**src/rtl/rc_pwm_gen.sv**
```systemverilog
// rtl/rc_pwm_gen.sv - six-channel RC PWM pulse generator
// Widths and enable mask are double-buffered and applied only at frame wrap.
module rc_pwm_gen #(
  parameter int CLK_MHZ    = 50,
  parameter int FRAME_US   = 20000,
  parameter int MIN_US     = 800,
  parameter int MAX_US     = 2200,
  parameter int DEFAULT_US = 1500
) (
  input  logic        clk,
  input  logic        rst,
  input  logic [23:0] in_data,
  input  logic        in_wr,
  output logic [5:0]  rc_out,
  output logic        frame_stb
);

  localparam int              PS_W       = (CLK_MHZ > 1) ? $clog2(CLK_MHZ) : 1;
  localparam logic [PS_W-1:0] PS_LAST    = PS_W'(CLK_MHZ - 1);
  localparam logic [15:0]     FRAME_LAST = 16'(FRAME_US - 1);
  localparam logic [15:0]     MIN_W      = 16'(MIN_US);
  localparam logic [15:0]     MAX_W      = 16'(MAX_US);
  localparam logic [15:0]     DEF_W      = 16'(DEFAULT_US);
  localparam logic [2:0]      CMD_EN     = 3'd7;

  function automatic logic [15:0] clamp_w(input logic [15:0] v);
    if (v == 16'd0)     clamp_w = 16'd0;
    else if (v < MIN_W) clamp_w = MIN_W;
    else if (v > MAX_W) clamp_w = MAX_W;
    else                clamp_w = v;
  endfunction

  logic [PS_W-1:0] ps_q, ps_d;
  logic [15:0]     us_cnt_q, us_cnt_d;
  logic [15:0]     shadow_w_q [6];
  logic [15:0]     shadow_w_d [6];
  logic [15:0]     active_w_q [6];
  logic [15:0]     active_w_d [6];
  logic [5:0]      shadow_en_q, shadow_en_d;
  logic [5:0]      active_en_q, active_en_d;
  logic [5:0]      rc_out_q, rc_out_d;
  logic            frame_stb_q, frame_stb_d;
  logic            tick, wrap;
  logic [2:0]      cmd;
  logic            unused_bits;

  assign cmd         = in_data[23:21];
  assign unused_bits = ^in_data[20:16];
  assign tick        = (ps_q == PS_LAST);
  assign wrap        = tick && (us_cnt_q == FRAME_LAST);

  always_comb begin
    ps_d        = tick ? '0 : ps_q + 1'b1;
    us_cnt_d    = us_cnt_q;
    if (tick) us_cnt_d = (us_cnt_q == FRAME_LAST) ? 16'd0 : us_cnt_q + 16'd1;

    shadow_en_d = shadow_en_q;
    for (int i = 0; i < 6; i++) shadow_w_d[i] = shadow_w_q[i];
    if (in_wr) begin
      if (cmd == CMD_EN) shadow_en_d = in_data[5:0];
      for (int i = 0; i < 6; i++)
        if (cmd == 3'(i)) shadow_w_d[i] = clamp_w(in_data[15:0]);
    end

    // A write landing in the wrap cycle only reaches the shadow, so it waits a frame.
    active_en_d = wrap ? shadow_en_q : active_en_q;
    for (int i = 0; i < 6; i++) active_w_d[i] = wrap ? shadow_w_q[i] : active_w_q[i];

    // Outputs are driven from next-state values so the rising edge coincides with frame_stb.
    for (int i = 0; i < 6; i++) rc_out_d[i] = active_en_d[i] && (us_cnt_d < active_w_d[i]);
    frame_stb_d = wrap;
  end

  always_ff @(posedge clk) begin
    if (rst) begin
      ps_q        <= '0;
      us_cnt_q    <= 16'd0;
      shadow_en_q <= 6'd0;
      active_en_q <= 6'd0;
      rc_out_q    <= 6'd0;
      frame_stb_q <= 1'b0;
      for (int i = 0; i < 6; i++) begin
        shadow_w_q[i] <= DEF_W;
        active_w_q[i] <= 16'd0;
      end
    end else begin
      ps_q        <= ps_d;
      us_cnt_q    <= us_cnt_d;
      shadow_en_q <= shadow_en_d;
      active_en_q <= active_en_d;
      rc_out_q    <= rc_out_d;
      frame_stb_q <= frame_stb_d;
      for (int i = 0; i < 6; i++) begin
        shadow_w_q[i] <= shadow_w_d[i];
        active_w_q[i] <= active_w_d[i];
      end
    end
  end

  assign rc_out    = rc_out_q;
  assign frame_stb = frame_stb_q;

endmodule

```
**config.mk**
```make
export PLATFORM = sky130hd
export DESIGN_NAME = rc_pwm_gen
export DESIGN_NICKNAME = d
export VERILOG_FILES = /design/src/rtl/rc_pwm_gen.sv
export SDC_FILE = /design/constraint.sdc
export NUM_CORES = 1
export LEC_CHECK = 0
export BUFFER_PORTS_ARGS = -buffer_cell sky130_fd_sc_hd__buf_2
export CORE_MARGIN = 4
export CORE_UTILIZATION = 32
export CTS_BUF_LIST = sky130_fd_sc_hd__clkbuf_4 sky130_fd_sc_hd__clkbuf_8
export DETAILED_ROUTE_END_ITERATION = 6
export HOLD_SLACK_MARGIN = 0.15
export PLACE_DENSITY = 0.58
export SLEW_MARGIN = 30
export SYNTH_ARGS = -nofsm -noshare
export SYNTH_HDL_FRONTEND = slang
export SYNTH_SLANG_ARGS = --single-unit
```
**constraint.sdc**
```tcl
create_clock -name clk -period 3.68 [get_ports clk]
set_clock_uncertainty 0.2 [all_clocks]
set_input_delay 0.736 -clock clk [delete_from_list [all_inputs] [get_ports clk]]
set_output_delay 0.736 -clock clk [all_outputs]
set_load 0.02 [all_outputs]
```
### After elaboration in Yosys (flattened, before gate mapping)

Memory sizes are Yosys's and may differ from the RTL's.
Index checks and enable logic that the tools add are counted.
W data, S select, Z words.

* $add $sub $neg: 2
* magnitude comparators: 8
* equality and inequality tests: 8
* multiplexer cells: 34
* bitwise gates (word level): 12
* reductions and logical operators: 11

Operators by type and width (count)
* $mux W16: 29
* $lt A16 B16 Y1: 6
* $mux W96: 1
* $add A16 B1 Y16 const B: 1
* $eq A16 B15 Y1 const B: 1
* $gt A16 B12 Y1 const B: 1
* $logic_not A16 Y1: 1
* $lt A16 B10 Y1 const B: 1
* $or A1 B1 Y1: 12
* $eq A3 B3 Y1 const B: 3
* $logic_and A1 B1 Y1: 7
* $add A6 B1 Y6 const B: 1
* $eq A3 B2 Y1 const B: 2
* $eq A6 B6 Y1 const B: 1
* $mux W6: 1
* $eq A3 B1 Y1 const B: 1
* $logic_not A3 Y1: 1
* $mux W1: 3
* $reduce_and A2 Y1: 1
* $reduce_or A2 Y1: 1

* bits in registers: 41
* memory bits (writable): 192
* output and inout port bits: 7
* logic and storage cells: 83
* memories kept: 2

Memories
* active_w_q: words 6, width 16, read ports 6, clocked after Yosys merged registers in 0, wr ports 6, RTL line 37 `logic [15:0] active_w_q [6];`
* shadow_w_q: words 6, width 16, read ports 6, clocked after Yosys merged registers in 0, wr ports 6, RTL line 35 `logic [15:0] shadow_w_q [6];`

### Depth between registers and ports, before layout

Gate-level depths: netlist of the first run.

* word-level depth: 7
* gate-level depth with buffers: 15
* gate-level depth less buffers: 12

### Least setup slack after synthesis of the first run

No wires, ideal clock.

* kind: flip-flop to flip-flop
* start: register us_cnt_q[0]
* end: register rc_out_q[3] (netlist: rc_out[3])
* arrival time: 3.123 ns
* data required time: 3.377 ns
* slack: 0.253 ns
* cell stages (with the launch flop): 12
* path buffers: 2
* clock period less this slack: 3.427 ns
* cells stage by stage: dfxtp_1 > ha_1 > and4_1 > and4_1 > buf_4 > buf_6 > o41ai_1 > ha_1 > nand4_1 > o2111ai_1 > a311o_1 > a2111oi_2

* cells in the longest elaborated chain, start to end: 5
* elaborated cells between the ends (all ways): 9

Ends and longest elaborated chain
* from (decl): RTL line 34 `logic [15:0] us_cnt_q, us_cnt_d;`
* from (signal assigned): RTL line 88 `us_cnt_q <= us_cnt_d;`
* $add A16 B1 Y16 or $eq A16 B15 Y1 (tied branches): RTL line 55 `if (tick) us_cnt_d = (us_cnt_q == FRAME_LAST) ? 16'd0 : us_cnt_q + 16'd1;`
* $mux W16 * (2 in a row): RTL line 55
* named net us_cnt_d[5]: RTL line 34
* $lt A16 B16 Y1 *: RTL line 70 `for (int i = 0; i < 6; i++) rc_out_d[i] = active_en_d[i] && (us_cnt_d < active_w_d[i]);`
* $logic_and A1 B1 Y1 *: RTL line 70
* to (signal assigned): RTL line 91 `rc_out_q <= rc_out_d;`
* to (decl): RTL line 41 `logic [5:0] rc_out_q, rc_out_d;`

The timed path passes the listed nets; every way through them passes the cells marked *.
A chain may end at the register's enable or synchronous reset.

### Worst setup path after layout of the first run

* start: register ps_q[3]
* end: register rc_out_q[0] (netlist: rc_out[0])

* elaborated cells between the ends (all ways): 7

RTL lines
* from (decl): RTL line 33 `logic [PS_W-1:0] ps_q, ps_d;`
* from (signal assigned): RTL line 87 `ps_q <= ps_d;`
* $eq A6 B6 Y1: RTL line 49 `assign tick = (ps_q == PS_LAST);`
* $mux W16: RTL line 55
* named net us_cnt_d[4]: RTL line 34
* $lt A16 B16 Y1: RTL line 70
* $logic_and A1 B1 Y1: RTL line 70

The timed path passes the listed nets, and every way through them passes these cells.

==> results of run 1 <==
layer usage:
metal  share of wire  vias to the layer above  GRT usage  wire length (um)
li1                -                     4056          -                 -
met1            0.47                     3792     0.2003             12480
met2            0.47                      161     0.2419             12520
met3           0.047                       35    0.02710              1265
met4           0.018                        0    0.03980               491
met5               0                        -          0                 0
cell usage in the layout, fill, tap and decap left out, types with 26 or more instances in the layout:
| cell | n |
|---|---|
| a21oi_1 | 79 |
| and2_1 | 26 |
| buf_2 | 27 |
| buf_4 | 50 |
| clkbuf_8 | 49 |
| dfxtp_1 | 233 |
| ha_1 | 93 |
| mux2i_1 | 96 |
| nand2_1 | 47 |
| nor2_1 | 143 |
| o21ai_0 | 52 |
power by group:
group          total (uW)  internal, uW  switching, uW
combinational         145          44.0            101
clock                2350          1360            991
sequential           2560          2550           12.7
total                5060          3950           1110
what timing repair did:
action	in CTS	in global routing
pin swaps	0	6
gates resized for setup	2	21
setup buffers	0	2
setup endpoints to repair	2	6
gates cloned	0	1
path summary, 6_finish.rpt:
kind	depth (start not counted)	to	from	slack [ns]
worst max register to register	13	rc_out[0]$_SDFF_PP0_	ps_q[3]$_SDFF_PP0_	0.20
worst max-delay path	13	rc_out[0]$_SDFF_PP0_	ps_q[3]$_SDFF_PP0_	0.20
worst min register to register	1	shadow_w_q[2][15]$_SDFFE_PP0P_	shadow_w_q[2][15]$_SDFFE_PP0P_	0.25
worst min-delay path	1	shadow_w_q[2][15]$_SDFFE_PP0P_	shadow_w_q[2][15]$_SDFFE_PP0P_	0.25
logic make-up after synthesis:
| family | Yosys count | synth area share |
|---|---|---|
| adders and majority gates | 93 | 0.1111 |
| and+or+nand+nor | 351 | 0.1677 |
| DFF | 233 | 0.4453 |
| xor gates and xnor gates | 16 | 0.01338 |
| buffers and inverters | 80 | 0.03512 |
| AOI/OAI and AO/OA | 222 | 0.1346 |
| muxes | 97 | 0.09270 |
final cells by class:
class                   instances  share of cell area
multi-input cells             780              0.4526
clock inverters                 2           0.0008150
well taps                     435             0.04432
diodes                          1           0.0002037
clock buffers                  66             0.06530
inverters                      23            0.007029
repair buffers                 83             0.04992
flip-flops and latches        233              0.3798
state kept, by name, summed over array words and instances, names as in the netlist:
name,flops
active_en_q,6
active_w_q,96
frame_stb,1
ps_q,6
rc_out,6
shadow_en_q,6
shadow_w_q,96
us_cnt_q,16
metrics by stage:
stage               cells  power [uW]    util
global placement     1551        2757  0.3558
floorplan            1092        2700       -
global route         1622        5267  0.3852
detailed placement   1551        2760  0.3560
CTS                  1619        5125  0.3817
finish               1623        5058  0.3852
worst max-delay path: stages, from the launching register on:
cell and delay [ns]:
dfxtp_1 0.34, and4bb_2 0.38, and2_2 0.29, buf_4 0.25, nand4_1 0.14, xnor2_1 0.17
buf_4 0.17, ha_1 0.27, nand4_1 0.13, nor4_2 0.32, buf_4 0.17, o2111ai_1 0.12
a221oi_2 0.31, nor4b_1 0.10
==> out/results.tsv, run 1 <==
metric	value	unit
drt_iter0_markers	529	
cts_max_path_buffers	3	
rows	65	
tns	0	ns
synth.most_common_cell	dfxtp_1	
grt_max_degree	121	
seq_area	0.004664	mm^2
period_share	0.9469	
ys_types	58	
hold_viol	0	
cp.arrival	3.68	ns
gp_congestion	0.8127	
grt_pass1_vias	7667	
setup.worst_path.end_class	register	
tritoncts	done	
clk_pin_slew	0.06	ns
max_freq	287.0	MHz
start_util	0.3285	
yosysTopAreaCellShare	0.4453	
wl_per_cell	16.48	um
dieArea	0.03569	mm^2
clk_latency	0.53	ns
worstSetupPathType	register to register	
die_h	188.9	um
synth_nets	1212	
first_pass_iters	5	
multiInputGateArea	0.005559	mm^2
grt_pass1_wl	42230	um
async_reset_ff_frac	0	
status	completed	
num_vias	8044	
grt_overflow	0	
yosys-top-cells-area	dfxtp_1, ha_1, mux2i_1, nor2_1, a21oi_1	
cts_made_buffers	39	
yosysWarnings	0	
drv_slew	0	
netlist_instances	1092	
pre_cts_slack	-0.04641	ns
synth_ff_type	dfxtp_1	
drc	0	
htreeDepth	2	
startpoint_type	register	
portBuffers	28	
cts_hold_buf	0	
drive_gt1_frac	0.1550	
drt-total-wl	26750	um
worstMarginPinSlew	0.9471	ns
synth_area_leader_cell	dfxtp_1	
cts_root_buf	clkbuf_8	
drv_cap	0	
slew_headroom	0.3686	
synth_edf_count	0	
p_leak	0.005727	uW
worstPathRequired	3.88	ns
place_area	0.01135	mm^2
fp.dieW	188.9	um
nNetsFinal	1280	
stdcell_area	0.01228	mm^2
syn_area_per_cell	9.591	um^2
grtUsageTotal	0.1474	
antenna_left	0	
syn_area	0.01047	mm^2
grt_antenna_before_repair	0	
nFillCells	3264	
io_pins	34	
fin_crit	3.485	ns
hp-class	register to register	
clkSinkCount	233	
ir_worst_vdd	0.0001938	V
whs	0.2529	ns
fin_ws	0.1953	ns
synth_commonest_cells	dfxtp_1, nor2_1, mux2i_1	
core_area	0.03188	mm^2
power.density	411.9	mW/mm^2
synth-seq-cells	233	
dp_hpwl	18830	um
synthToLayoutAreaGrowth	17.26	%
setup_viol	0	
crit_fanout	14	
routed_via_density	4.956	
yosysSeqAreaShare	0.4453	
Note: power is estimated with default switching activity, not from simulation.
==> run 2, diff against run 1 <==
Settings changed: REMOVE_ABC_BUFFERS set to 1.
==> run 2 against run 1 <==
Worst hold slack better by 0.0022 ns. Fmax is 2.5% lower. Clock-buffer cell count rose by 3. Cell count rose by 1.4%. Sequential cell count unchanged. Global-route usage grew 0.37 points. Worst setup slack got worse by 0.088 ns. Utilization rose by 0.54 points. Critical endpoint is now rc_out[5]$_SDFF_PP0_. Largest cell class unchanged.
==> out/results.tsv, run 2 (same netlist as run 1, synthesis figures left out) <==
metric	value	unit	change
cts_hold_buf	0		unchanged
io_pins	34		unchanged
dpl.cell_count	1569		was 1551
grt-busiest-layer	met2		unchanged
htreeDepth	2		unchanged
max_freq	279.9	MHz	was 287.0 MHz
p_leak	0.005844	uW	was 0.005727 uW
drt_iter0_markers	532		was 529
worstSetupPathType	register to register		unchanged
final_cell_mix	dfxtp_1, nor2_1, mux2i_1		unchanged
fin_cells	1645		was 1623
layout_commonest_cell	dfxtp_1		unchanged
grt_util_met2	0.2333		was 0.2419
cts_max_path_buffers	3		unchanged
grt_max_degree	110		was 121
wl_per_cell	16.79	um	was 16.48 um
hold_viol	0		unchanged
drive_gt1_frac	0.1696		was 0.1550
drt-total-wl	27610	um	was 26750 um
power.density	417.8	mW/mm^2	was 411.9 mW/mm^2
clk_pin_slew	0.06	ns	about the same
start_util	0.3285		unchanged
grt_overflow	0		unchanged
seq_area	0.004666	mm^2	was 0.004664 mm^2
dp_hpwl	19170	um	was 18830 um
num_vias	8332		was 8044
antenna_left	0		unchanged
portBuffers	28		unchanged
cts_root_buf	clkbuf_8		unchanged
met1_usage	0.2172		was 0.2003
gp_congestion	0.8333		was 0.8127
setup.worst_path.end_class	register		unchanged
cp.arrival	3.81	ns	was 3.68 ns
drv_slew	0		unchanged
reg_top3	active_w_q x96, shadow_w_q x96, us_cnt_q x16		unchanged
status	completed		unchanged
grt_antenna_before_repair	0		unchanged
die_h	188.9	um	unchanged
core_area	0.03188	mm^2	unchanged
worstMarginPinSlew	0.9474	ns	was 0.9471 ns
routed_via_density	5.065		was 4.956
fin_util	0.3907		was 0.3852
clkSinkCount	233		unchanged
nFillCells	3235		was 3264
grtUsageTotal	0.1512		was 0.1474
cts_made_buffers	41		was 39
nNetsFinal	1301		was 1280
dieArea	0.03569	mm^2	unchanged
ir_worst_vdd	0.0002638	V	was 0.0001938 V
use_met3	0.02471		was 0.02710
synthToLayoutAreaGrowth	18.91	%	was 17.26%
period_share	0.9708		was 0.9469
grt_pass1_wl	43330	um	was 42230 um
startpoint_type	register		unchanged
first_pass_iters	5		unchanged
grt_pass1_vias	7917		was 7667
fin_crit	3.573	ns	was 3.485 ns
slew_headroom	0.3661		was 0.3686
multiInputGateArea	0.005539	mm^2	was 0.005559 mm^2
tritoncts	done		unchanged
setup_viol	0		unchanged
power	5203	uW	was 5058 uW
fp.dieW	188.9	um	unchanged
worstPathRequired	3.92	ns	was 3.88 ns
rows	65		unchanged
drv_cap	0		unchanged
clk_latency	0.54	ns	was 0.53 ns
whs	0.2551	ns	was 0.2529 ns
hp-class	register to register		unchanged
crit_fanout	5		was 14
tns	0	ns	unchanged
drc	0		unchanged
-- run 2: cell count changes in the layout (fill, tap and decap cells not counted), moves of 3 or more --
cell | previous run | this run
buf_4 | 50 | 71
a21oi_1 | 79 | 75
a21oi_2 | 1 | 5
clkbuf_8 | 49 | 53
o2111ai_1 | 9 | 6
o2111ai_2 | 0 | 3
-- run 2: path summary, 6_finish.rpt --
kind	start	endpoint	slack, ns	depth (start not counted)
max	us_cnt_q[6]$_SDFF_PP0_	rc_out[5]$_SDFF_PP0_	0.11	12
min	shadow_w_q[0][9]$_SDFFE_PP0P_	shadow_w_q[0][9]$_SDFFE_PP0P_	0.26	2
max reg2reg	us_cnt_q[6]$_SDFF_PP0_	rc_out[5]$_SDFF_PP0_	0.11	12
min reg2reg	shadow_w_q[0][9]$_SDFFE_PP0P_	shadow_w_q[0][9]$_SDFFE_PP0P_	0.26	2
-- run 2: through the flow --
step | setup slack (ns) | instance area (um^2)
finish | 0.1075 | 12450
global placement | 0.02518 | 11460
global route | -0.004479 | 12450
detailed placement | -0.003193 | 11460
floorplan | -0.3155 | 10190
CTS | 0.003596 | 12340
-- run 2: power breakdown --
group,switching [uW],total [uW],internal (uW)
clock network,1050,2500,1450
registers,12.3,2560,2550
logic,100,147,46.3
total,1160,5200,4040
-- run 2: worst max-delay path, cell delays in order (launching register included) --
cell and delay [ns]:
dfxtp_1 0.43, nand3_1 0.13, or3_1 0.41, nor4_1 0.31, xor2_1 0.12, buf_4 0.17, buf_4 0.14, ha_1 0.28
a21o_1 0.16, a21o_1 0.16, a21oi_1 0.38, o21ai_0 0.31, a2111oi_2 0.26
-- run 2: repair_timing --
action | CTS | global route
cloned | 0 | 1
pin swaps | 2 | 6
buffers inserted | 0 | 3
resized for setup | 3 | 19
endpoints found under the setup margin | 2 | 6
-- run 2: cell type report --
type / instances / share of cell area
multi-input combinational: 780 / 0.4447
sequential: 233 / 0.3746
clock buffer: 69 / 0.06821
timing repair buffer: 102 / 0.05998
tap: 435 / 0.04370
inverter: 23 / 0.006932
clock inverter: 2 / 0.001607
antenna: 1 / 0.0002009
-- run 2: per-layer routing --
| layer | share of wire | routed length, um | vias up |
|---|---|---|---|
| li1 | - | - | 4092 |
| met1 | 0.49 | 13650 | 4007 |
| met2 | 0.44 | 12110 | 177 |
| met3 | 0.043 | 1197 | 56 |
| met4 | 0.024 | 663 | 0 |
| met5 | 0 | 0 | - |
==> run 3, diff against run 2 <==
Settings changed: CORE_UTILIZATION 32 to 58, PLACE_DENSITY 0.58 to 0.88.
==> run 3 against run 2 <==
Clock-buffer cell count shrank 12. Critical path depth is 1 lower. Fmax shrank 0.80%. Global-route usage rose by 11 points. Sequential power about the same. Utilization up 29 points. Worst hold slack improved by 0.00092 ns. Final area is 4.8% lower. Wire length shrank 1.3%. Cell count down 15%.
==> out/results.tsv, run 3 (same netlist as run 1, synthesis figures left out) <==
metric	value	unit	change
startpoint_type	register		unchanged
grt-busiest-layer	met2		unchanged
worstSetupPathType	register to register		unchanged
tritoncts	done		unchanged
swShare	0.2239		was 0.2228
worstPathRequired	3.90	ns	was 3.92 ns
power.density	410.7	mW/mm^2	was 417.8 mW/mm^2
setup.worst_path.end_class	register		unchanged
grt_antenna_before_repair	0		unchanged
crit_fanout	17		was 5
dieArea	0.02027	mm^2	was 0.03569 mm^2
comb_power_share	0.030		was 0.028
clk_latency	0.53	ns	was 0.54 ns
status	completed		unchanged
use_met3	0.06586		was 0.02471
routed_via_density	6.153		was 5.065
rows	48		was 65
fp.dieW	142.4	um	was 188.9 um
nNetsFinal	1269		was 1301
grt_max_degree	119		was 110
clkSinkCount	233		unchanged
grt_pass1_wl	42730	um	was 43330 um
start_util	0.5993		was 0.3285
drt-total-wl	27260	um	was 27610 um
num_vias	8590		was 8332
drv_slew	0		unchanged
fin_crit	3.601	ns	was 3.573 ns
stdcell_area	0.01186	mm^2	was 0.01245 mm^2
reg_top3	active_w_q x96, shadow_w_q x96, us_cnt_q x16		unchanged
first_pass_iters	5		unchanged
hp-class	register to register		unchanged
tns	0	ns	unchanged
drc	0		unchanged
power_frac_seq	0.526		was 0.492
multiInputGateArea	0.005570	mm^2	was 0.005539 mm^2
die_h	142.4	um	was 188.9 um
wl_per_cell	19.53	um	was 16.79 um
io_pins	34		unchanged
cts_max_path_buffers	3		unchanged
clockPowerShare	0.444		was 0.480
pre_cts_slack	-0.1478	ns	was -0.003193 ns
cts_root_buf	clkbuf_8		unchanged
nFillCells	1250		was 3235
setup_viol	0		unchanged
cts_made_buffers	37		was 41
switchingPower	1090	uW	was 1159 uW
seq_area	0.004664	mm^2	was 0.004666 mm^2
slew_headroom	0.3610		was 0.3661
clk_pin_slew	0.06	ns	about the same
ir_worst_vdd	0.0003389	V	was 0.0002638 V
htreeDepth	2		unchanged
period_share	0.9786		was 0.9708
worstMarginPinSlew	0.9559	ns	was 0.9474 ns
grt_pass1_vias	8334		was 7917
hold_viol	0		unchanged
grt_overflow	0		unchanged
cp.arrival	3.82	ns	was 3.81 ns
max_freq	277.7	MHz	was 279.9 MHz
layout_commonest_cell	dfxtp_1		unchanged
final_cell_mix	dfxtp_1, nor2_1, mux2i_1		unchanged
met1_usage	0.3328		was 0.2172
p_leak	0.005651	uW	was 0.005844 uW
core_area	0.01748	mm^2	was 0.03188 mm^2
synthToLayoutAreaGrowth	13.22	%	was 18.91%
antenna_cells	0		was 1
gp_congestion	0.9088		was 0.8333
drt_iter0_markers	801		was 532
antenna_left	0		unchanged
p_int	3780	uW	was 4044 uW
portBuffers	28		unchanged
power	4870	uW	was 5203 uW
grtUsageTotal	0.2637		was 0.1512
cts_hold_buf	0		unchanged
place_area	0.01101	mm^2	was 0.01146 mm^2
dp_hpwl	17990	um	was 19170 um
drv_cap	0		unchanged
drive_gt1_frac	0.1418		was 0.1696
grt_util_met2	0.4313		was 0.2333
fin_ws	0.07881	ns	was 0.1075 ns
[run 3: cell count changes in the layout (fill, tap and decap cells not counted), sizes merged]
cell / change
clkinv: +3
buf: -28
diode: -1
clkbuf: -12
inv: -1
[run 3: per-layer routing]
metal  wire (um)  vias up
li1            -     4026
met1       11080     4078
met2       12600      383
met3        2473      103
met4        1103        0
met5           0        -
[run 3: power groups by stage]
stage	sequential [uW]	combinational, uW	clock, uW
3_3_place_gp	2610	135	0
2_1_floorplan	2610	56.4	0
4_1_cts	2560	142	2190
3_5_place_dp	2610	140	0
5_1_grt	2560	157	2300
6_report	2560	145	2160
[run 3: what timing repair did]
item	4_1_cts	5_1_grt
cloned	1	0
buffers inserted	0	2
pin swaps	1	2
endpoints found under the setup margin	3	6
resized for setup	6	16
[run 3: critical path: stages, from the launching register on]
cell and delay, ns:
dfxtp_1 0.37, ha_1 0.19, and4_1 0.28, and4_4 0.32, nand2_8 0.19, buf_12 0.22, mux2i_1 0.25, ha_1 0.32
a21oi_2 0.21, o2111ai_2 0.18, a311o_1 0.43, a2111oi_2 0.30
[run 3: metrics by stage]
step | utilization | hold slack, ns | std cells
global route | 0.6786 | 0.2737 | 1396
detailed placement | 0.6299 | 0.2429 | 1332
floorplan | - | 0.2291 | 1035
finish | 0.6786 | 0.2561 | 1396
CTS | 0.6730 | 0.2554 | 1394
global placement | 0.6299 | 0.2412 | 1332
[run 3: final timing paths]
kind                                 startpoint                             to  slack [ns]  cells past startpoint
setup / recovery         us_cnt_q[1]$_SDFF_PP0_           rc_out[4]$_SDFF_PP0_        0.08                     11
hold reg to reg   shadow_w_q[0][9]$_SDFFE_PP0P_  shadow_w_q[0][9]$_SDFFE_PP0P_        0.26                      2
setup reg to reg         us_cnt_q[1]$_SDFF_PP0_           rc_out[4]$_SDFF_PP0_        0.08                     11
hold / removal    shadow_w_q[0][9]$_SDFFE_PP0P_  shadow_w_q[0][9]$_SDFFE_PP0P_        0.26                      2
[run 3: cell type report]
type,instances,area share
multi-input cells,780,0.4697
flip-flops and latches,233,0.3933
clock buffers,57,0.05824
repair buffers,74,0.04568
well taps,225,0.02374
inverters,23,0.007280
clock inverters,4,0.002005
